[src/rtl/pbs_battle_dp.sv]
// Battle datapath for the PBS turn-based battle system: resolves one attack turn
// per start request (move select, accuracy roll, saturating damage, KO detect).
module pbs_battle_dp #(
  parameter int HP_W   = 4,
  parameter int MAX_HP = 9,
  parameter int MOVE_W = 2,
  parameter int DMG_W  = 4,
  parameter logic [(2**MOVE_W)*DMG_W-1:0] DMG_TABLE = 16'h5321,
  parameter logic [(2**MOVE_W)*4-1:0]     ACC_TABLE = 16'h48CF,
  parameter logic [7:0]                   LFSR_SEED = 8'hA5
) (
  input  logic              clk,
  input  logic              rst,
  input  logic              start,
  input  logic              attacker,
  input  logic [MOVE_W-1:0] p_move,
  input  logic              new_game,
  output logic              busy,
  output logic              done,
  output logic [MOVE_W-1:0] used_move,
  output logic              hit,
  output logic [DMG_W-1:0]  dmg_dealt,
  output logic [HP_W-1:0]   p_hp,
  output logic [HP_W-1:0]   ai_hp,
  output logic              p_ko,
  output logic              ai_ko
);

  localparam int CMP_W = (HP_W > DMG_W) ? HP_W : DMG_W;
  localparam logic [HP_W-1:0] HP_INIT = HP_W'(MAX_HP);

  typedef enum logic [2:0] {
    S_IDLE,
    S_FETCH,
    S_ROLL,
    S_APPLY,
    S_DONE
  } state_t;

  state_t              state;
  logic [7:0]          lfsr;
  logic                att_p0;
  logic [MOVE_W-1:0]   pmv_p0;
  logic [MOVE_W-1:0]   sel_mv;
  logic [DMG_W-1:0]    dmg_p1;
  logic [3:0]          acc_p1;

  function automatic logic [HP_W-1:0] sat_sub(input logic [HP_W-1:0]  hp,
                                              input logic [DMG_W-1:0] dmg);
    logic [CMP_W-1:0] hp_x;
    logic [CMP_W-1:0] dmg_x;
    logic [CMP_W-1:0] diff;
    hp_x  = CMP_W'(hp);
    dmg_x = CMP_W'(dmg);
    diff  = hp_x - dmg_x;
    return (hp_x > dmg_x) ? diff[HP_W-1:0] : '0;
  endfunction

  function automatic logic [DMG_W-1:0] dmg_of(input logic [MOVE_W-1:0] mv);
    return DMG_TABLE[int'(mv)*DMG_W +: DMG_W];
  endfunction

  function automatic logic [3:0] acc_of(input logic [MOVE_W-1:0] mv);
    return ACC_TABLE[int'(mv)*4 +: 4];
  endfunction

  assign sel_mv = att_p0 ? lfsr[MOVE_W-1:0] : pmv_p0;
  assign busy   = (state != S_IDLE);
  assign done   = (state == S_DONE);
  assign p_ko   = (p_hp == '0);
  assign ai_ko  = (ai_hp == '0);

  // Free-running random source; only rst restarts it
  always_ff @(posedge clk) begin
    if (rst) lfsr <= LFSR_SEED;
    else     lfsr <= {lfsr[6:0], lfsr[7] ^ lfsr[5] ^ lfsr[4] ^ lfsr[3]};
  end

  always_ff @(posedge clk) begin
    if (rst) begin
      state     <= S_IDLE;
      p_hp      <= HP_INIT;
      ai_hp     <= HP_INIT;
      hit       <= 1'b0;
      dmg_dealt <= '0;
      used_move <= '0;
    end else if (new_game) begin
      state     <= S_IDLE;
      p_hp      <= HP_INIT;
      ai_hp     <= HP_INIT;
      hit       <= 1'b0;
      dmg_dealt <= '0;
      used_move <= '0;
    end else begin
      case (state)
        // p0: capture the turn request
        S_IDLE: begin
          if (start && !p_ko && !ai_ko) begin
            att_p0 <= attacker;
            pmv_p0 <= p_move;
            state  <= S_FETCH;
          end
        end
        // p1: move selection and table lookup
        S_FETCH: begin
          used_move <= sel_mv;
          dmg_p1    <= dmg_of(sel_mv);
          acc_p1    <= acc_of(sel_mv);
          state     <= S_ROLL;
        end
        // p2: accuracy roll against the current LFSR high nibble
        S_ROLL: begin
          hit   <= (lfsr[7:4] <= acc_p1);
          state <= S_APPLY;
        end
        // p3: damage lands only on the side opposite the attacker
        S_APPLY: begin
          if (hit) begin
            if (att_p0) p_hp  <= sat_sub(p_hp, dmg_p1);
            else        ai_hp <= sat_sub(ai_hp, dmg_p1);
          end
          dmg_dealt <= hit ? dmg_p1 : '0;
          state     <= S_DONE;
        end
        S_DONE:  state <= S_IDLE;
        default: state <= S_IDLE;
      endcase
    end
  end

endmodule

[config.mk]
export PLATFORM = sky130hd
export DESIGN_NAME = pbs_battle_dp
export DESIGN_NICKNAME = d
export VERILOG_FILES = /design/src/rtl/pbs_battle_dp.sv
export SDC_FILE = /design/constraint.sdc
export NUM_CORES = 1
export LEC_CHECK = 0
export ABC_AREA = 1
export BUFFER_PORTS_ARGS = -buffer_cell sky130_fd_sc_hd__buf_4
export CAP_MARGIN = 20
export CELL_PAD_IN_SITES_DETAIL_PLACEMENT = 0
export CELL_PAD_IN_SITES_GLOBAL_PLACEMENT = 2
export CORE_ASPECT_RATIO = 2
export CORE_MARGIN = 1.5
export CORE_UTILIZATION = 36
export CTS_BUF_LIST = sky130_fd_sc_hd__clkbuf_8
export CTS_CLUSTER_DIAMETER = 150
export DETAILED_ROUTE_END_ITERATION = 7
export GPL_TIMING_DRIVEN = 0
export PLACE_DENSITY = 0.92
export SLEW_MARGIN = 10
export SYNTH_ARGS = -nofsm -noshare
export SYNTH_HDL_FRONTEND = slang
export SYNTH_SLANG_ARGS = --single-unit
[constraint.sdc]
create_clock -name clk -period 2.15 [get_ports clk]
set_input_delay 0.5375 -clock clk [delete_from_list [all_inputs] [get_ports clk]]
set_output_delay 0.5375 -clock clk [all_outputs]
set_load 0.03 [all_outputs]
==> results.cfg, run 1 <==
[logic_synthesis]
synth_seq_cells = 34
synth_enable_flop_cells = 9
synth_top_area_cell = dfxtp_1
yosys.cell_types.count = 25
synth_area_per_cell_um2 = 7.430
synth_ff_type = dfxtp_1
synth.most_common_cell = nand2_1
synth_nets = 262
yosysTopAreaCellShare_pct = 27.72
synth_common_cells = 62 x nand2_1, 45 x inv_1, 26 x nor2_1
yosysSeqAreaShare_pct = 42.69
yosys-top-cells-area = dfxtp_1 28%, edfxtp_1 15%, nand2_1 13%
synth_cells = 243
async_flop_share_pct = 0
ys.warnings.count = 0
syn_area_um2 = 1805

[placed_design]
placedInstanceArea_um2 = 2049
place_congestion = 0.7140
hpwlAfterDp_um = 3382
place_ws_ns = 0.2045
port_buffers = 23

[timing]
rsz0062_at_grt = no
fin_setup_tns_ns = 0
min_period_over_period_pct = 79.38
worstMarginPinSlew_ns = 0.6669
fin_ws_ns = 0.4432
period_minus_slack_ns = 1.707
slew_headroom_pct = 55.20
fmax_mhz = 585.9
setup_viol = 0
final-hold-violation-count = 0
slew_violations = 0
clock_skew_ns = 0.007389

[cells_and_area]
finalNetCount = 292
fillers = 526
drive_gt1_share_pct = 16.06
stdcell_area_um2 = 2182
area_growth_pct = 20.86
antenna_cells = 0

[critical_path]
r2r_end = ai_hp[2]$_SDFFE_PP0P_
cp-start-kind = flip-flop
crit_fanout = 5
slowest_delay_ns = 0.36
reg2reg_slack_ns = 0.48
worst_ep_arrival_time_ns = 1.17
ff2ff_path_depth = 7
rr_startpoint = dmg_p1[0]$_SDFFCE_PP1P_
crit_path_end = busy
cp-end-kind = output port
critical_path_class = reg -> out
worstSetupStartpoint = state[0]$_SDFFE_PP0P_
required_ns = 1.61
path_cells = nor2_1, nand2_1, buf_4
cp_slowest_cell = dfxtp_1

[power_and_ir_drop]
max-vdd-ir-drop_mv = 0.6200
p_per_area_nw_per_um2 = 677.3
p_leak_nw = 1.122

[cts]
numClockSinks = 34
clk_path_buf_depth = 2
cts_inserted_buffers = 5
cts_tree = done
clk_pin_slew_ns = 0.07
cts_resized = 0
insertion_delay_ns = 0.29
ctsHoldBuffers = 0
cts_root_buf = clkbuf_8
post_cts_buffers = 0
htree_levels = 2

[floorplanning]
num_rows = 36
die_w_um = 53.08
io_pins = 26
core-area_um2 = 4865
start_util_pct = 37.11
die-area_um2 = 5475
die_h_um = 103.2

[routing]
drt-initial-drc-count = 21
firstDrtPassIters = 4
wirelength_um = 4117
vias = 1551
routedWlPerCell_um = 12.44
avgViaCountPerCell = 4.686
drt.antenna.violating_nets = 0
drc = 0

[grt]
grt_usage_pct = 17.46
grt_pass1_wl_um = 6810
grt-ovfl-total = 0
grt_pass1_vias = 1530
grt_max_degree = 12
antenna_found_initial = 0

[status]
status = finished, final reports clean

[min_path]
hold_path.class = reg -> reg

[flow_run]
maxCapViolCount = 0
[per-layer routing]
metal	global-route usage (%)	wire, um	up-vias
li1	-	-	812
met1	16.13	1460	709
met2	34.71	2474	23
met3	3.188	104	7
met4	7.692	77	0
met5	0	0	-
[layout by cell type, fill, tap and decap left out, drive strengths merged]
cell	instances
conb	1
nand3	22
edfxtp	9
bufinv	2
a21oi	15
clkinv	1
xor2	1
clkbuf	6
o21a	1
o21ai	5
o21bai	1
nor3	2
inv	45
fa	2
buf	27
nand2	65
nor2	28
nand4	2
ha	10
dfxtp	25
or2	3
xnor2	1
[per-stage QoR]
step / total power [W] / utilization (%) / hold slack (ns) / cells
after floorplan: 0.0007686 / - / 0.3883 / 243
after global placement: 0.0007986 / 42.13 / 0.4037 / 323
after detailed placement: 0.0008007 / 42.13 / 0.4034 / 323
after CTS: 0.001491 / 44.86 / 0.4151 / 331
after global routing: 0.001534 / 44.86 / 0.4123 / 331
final: 0.001478 / 44.86 / 0.4104 / 331
[worst min path at each step]
stage | cells past startpoint | start | end
finish | 2 | lfsr[2]$_SDFF_PP1_ | lfsr[3]$_SDFF_PP0_
global route | 1 | p_move[0] | pmv_p0[0]$_DFFE_PP_
CTS | 2 | lfsr[2]$_SDFF_PP1_ | lfsr[3]$_SDFF_PP0_
detailed placement | 2 | lfsr[2]$_SDFF_PP1_ | lfsr[3]$_SDFF_PP0_
global placement | 2 | lfsr[2]$_SDFF_PP1_ | lfsr[3]$_SDFF_PP0_
floorplan | 2 | lfsr[2]$_SDFF_PP1_ | lfsr[3]$_SDFF_PP0_
[sequential cells by signal, indices dropped and copies added (netlist names)]
name / flops
att_p0: 1
p_hp: 4
dmg_p1: 3
state: 3
lfsr: 8
pmv_p0: 2
used_move: 2
hit: 1
ai_hp: 4
dmg_dealt: 3
acc_p1: 3
[worst max-delay path: cells and delay by family (launching register included)]
family        cells  cell delay [ns]
flops             1             0.36
simple gates      2             0.33
buf+inv           1             0.19
[kinds of logic (layout without fill, tap and decap cells)]
family                   count (synthesis)  count (layout)  synth area share (%)
buffers and inverters                   50              81                 11.36
other                                    1               1                0.2077
AO/OA/AOI/OAI                           22              22                 6.376
adder cells (fa/ha/maj)                 12              12                 9.148
XOR/XNOR                                 2               2                0.9704
flip-flops                              34              34                 42.69
AND/OR/NAND/NOR                        122             122                 29.24
[report_power, final]
group          leakage, nW  internal [W]  switching (W)  total (W)
combinational        0.771     0.0000384      0.0000577  0.0000960
sequential           0.285      0.000676      0.0000126   0.000689
clock               0.0658      0.000459       0.000234   0.000693
total                 1.12       0.00117       0.000305    0.00148
[layout make-up]
class / count / area, um2 / share of cell area [%]
multi-input combinational: 159 / 829.5 / 38.02
sequential: 34 / 770.7 / 35.32
timing repair buffer: 23 / 172.7 / 7.913
inverter: 45 / 168.9 / 7.741
tap: 57 / 71.32 / 3.268
clock buffer: 5 / 68.82 / 3.154
clock inverter: 3 / 63.81 / 2.924
buffer: 5 / 36.28 / 1.663
(Power assumes the default switching activity.)
==> inputs of run 2 (changes only) <==
--- a/config.mk
+++ b/config.mk
@@ -12,12 +12,12 @@
 export CELL_PAD_IN_SITES_GLOBAL_PLACEMENT = 2
 export CORE_ASPECT_RATIO = 2
 export CORE_MARGIN = 1.5
-export CORE_UTILIZATION = 36
+export CORE_UTILIZATION = 30
 export CTS_BUF_LIST = sky130_fd_sc_hd__clkbuf_8
 export CTS_CLUSTER_DIAMETER = 150
 export DETAILED_ROUTE_END_ITERATION = 7
 export GPL_TIMING_DRIVEN = 0
-export PLACE_DENSITY = 0.92
+export PLACE_DENSITY = 0.83
 export SLEW_MARGIN = 10
 export SYNTH_ARGS = -nofsm -noshare
 export SYNTH_HDL_FRONTEND = slang
==> constraint.sdc (replaced) <==
create_clock -name clk -period 1.51 [get_ports clk]
set_input_delay 0.3775 -clock clk [delete_from_list [all_inputs] [get_ports clk]]
set_output_delay 0.3775 -clock clk [all_outputs]
set_load 0.03 [all_outputs]
==> run 2 against run 1 <==
Against the previous run: the run now ends with DRC, setup timing left; final cell count grew 2.1%; sequential share of layout area shrank 1.3 points; die area grew 19%; via count shrank 1.3%; clock power grew 24%; sequential cell count is the same; combinational power grew 49%; clock skew grew 0.0025 ns; largest cell class unchanged; global-route usage shrank 3.4 points; register-to-register slack lost 0.54 ns.
==> results.cfg, run 2 (synthesis gave the netlist of run 1 again) <==
[critical_path]
ff2ff_path_depth = 7
worst_ep_arrival_time_ns = 1.80
r2r_end = ai_hp[2]$_SDFFE_PP0P_
critical_path_class = reg -> reg
required_ns = 1.74
crit_path_end = ai_hp[2]$_SDFFE_PP0P_
cp-start-kind = flip-flop
worstSetupStartpoint = dmg_p1[0]$_SDFFCE_PP1P_
rr_startpoint = dmg_p1[0]$_SDFFCE_PP1P_
crit_fanout = 3
cp-end-kind = flip-flop
reg2reg_slack_ns = -0.06

[floorplanning]
core-area_um2 = 5758
die_h_um = 112.7
die_w_um = 57.86
start_util_pct = 31.36
die-area_um2 = 6521
io_pins = 26
num_rows = 39

[status]
violations = DRC, setup timing
status = finished, violations left

[routing]
drc = 5
vias = 1531
wirelength_um = 4279
drt-initial-drc-count = 24
drt.antenna.violating_nets = 0
avgViaCountPerCell = 4.530
firstDrtPassIters = 6
routedWlPerCell_um = 12.66

[grt]
grt_pass1_wl_um = 6900
grt-ovfl-total = 0
antenna_found_initial = 0
grt_usage_pct = 14.10
grt_max_degree = 12
grt_pass1_vias = 1537

[timing]
rsz0062_at_grt = yes
period_minus_slack_ns = 1.575
final-hold-violation-count = 0
fin_ws_ns = -0.06484
setup_viol = 6
slew_violations = 0
fmax_mhz = 635.0
clock_skew_ns = 0.009881
min_period_over_period_pct = 104.3

[cells_and_area]
antenna_cells = 0
reg_top3 = lfsr (8), ai_hp (4), p_hp (4)
layout_commonest_cell = nand2_1
regMostFlops = lfsr
drive_gt1_share_pct = 29.60
area_growth_pct = 28.00
largest_reg_flops = 8
most-common-layout-cells = 60 x nand2_1, 43 x inv_1, 27 x buf_4
finalNetCount = 295

[placed_design]
place_congestion = 0.8311
port_buffers = 23
place_ws_ns = -0.3068
hpwlAfterDp_um = 3444

[cts]
clk_pin_slew_ns = 0.07
ctsHoldBuffers = 0
htree_levels = 2
clk_path_buf_depth = 2
cts_inserted_buffers = 5
numClockSinks = 34
cts_root_buf = clkbuf_8
insertion_delay_ns = 0.29
cts_tree = done

[power_and_ir_drop]
p_per_area_nw_per_um2 = 857.8
p_leak_nw = 1.143
max-vdd-ir-drop_mv = 0.6969
p_total_w = 0.001982

[flow_run]
maxCapViolCount = 0

[min_path]
hold_path.class = in -> reg
-- run 2: metrics by stage --
step           cells  TNS [ns]  instance area [um2]  util (%)  hold slack, ns
2_1_floorplan    243         0                 1818         -          0.3883
3_3_place_gp     327    -2.551                 2067     35.90          0.4054
3_5_place_dp     327    -2.754                 2067     35.90          0.3997
4_1_cts          338   -0.3944                 2278     39.57          0.2567
5_1_grt          338   -0.9824                 2311     40.13          0.2501
6_report         338   -0.2405                 2311     40.13          0.2639
-- run 2: critical path: stages (launching register included) --
cell	delay, ns
edfxtp_1	0.46
ha_2	0.23
fa_2	0.36
inv_2	0.08
nand3_2	0.09
nand2_4	0.10
nand3_2	0.07
a21oi_2	0.12
-- run 2: worst min path at each step --
| stage | start | to | slack (ns) | depth (start not counted) |
|---|---|---|---|---|
| 2_1_floorplan | lfsr[2]$_SDFF_PP1_ | lfsr[3]$_SDFF_PP0_ | 0.39 | 2 |
| 3_3_place_gp | lfsr[2]$_SDFF_PP1_ | lfsr[3]$_SDFF_PP0_ | 0.41 | 2 |
| 3_5_place_dp | lfsr[2]$_SDFF_PP1_ | lfsr[3]$_SDFF_PP0_ | 0.40 | 2 |
| 4_1_cts | p_move[0] | pmv_p0[0]$_DFFE_PP_ | 0.26 | 1 |
| 5_1_grt | p_move[0] | pmv_p0[0]$_DFFE_PP_ | 0.25 | 1 |
| 6_report | p_move[1] | pmv_p0[1]$_DFFE_PP_ | 0.26 | 1 |
-- run 2: what timing repair did --
item | 4_1_cts | 5_1_grt
setup endpoints to repair | 19 | 12
pin swaps | 7 | 8
gates resized for setup | 25 | 7
setup buffers | 3 | 0
-- run 2: cell type report --
cell class,instances,area [um2]
Sequential cell,34,787.0
Multi-Input combinational cell,159,930.9
Buffer,5,36.28
Clock buffer,6,82.58
Timing Repair Buffer,26,195.2
Fill cell,611,3447
Tap cell,61,76.32
Inverter,45,168.9
Clock inverter,2,33.78
-- run 2: power by group --
part	total (W)	internal, W	switching, W
registers	0.000978	0.000959	0.0000184
logic	0.000143	0.0000577	0.0000850
clock network	0.000862	0.000531	0.000330
-- run 2: routing by layer --
layer  part of all wire, %  wire (um)  track usage (%)
met5                     0          0                0
met4                   1.4         60            5.116
met3                   2.3        100            2.400
met2                    60       2548            29.17
met1                    37       1571            12.53
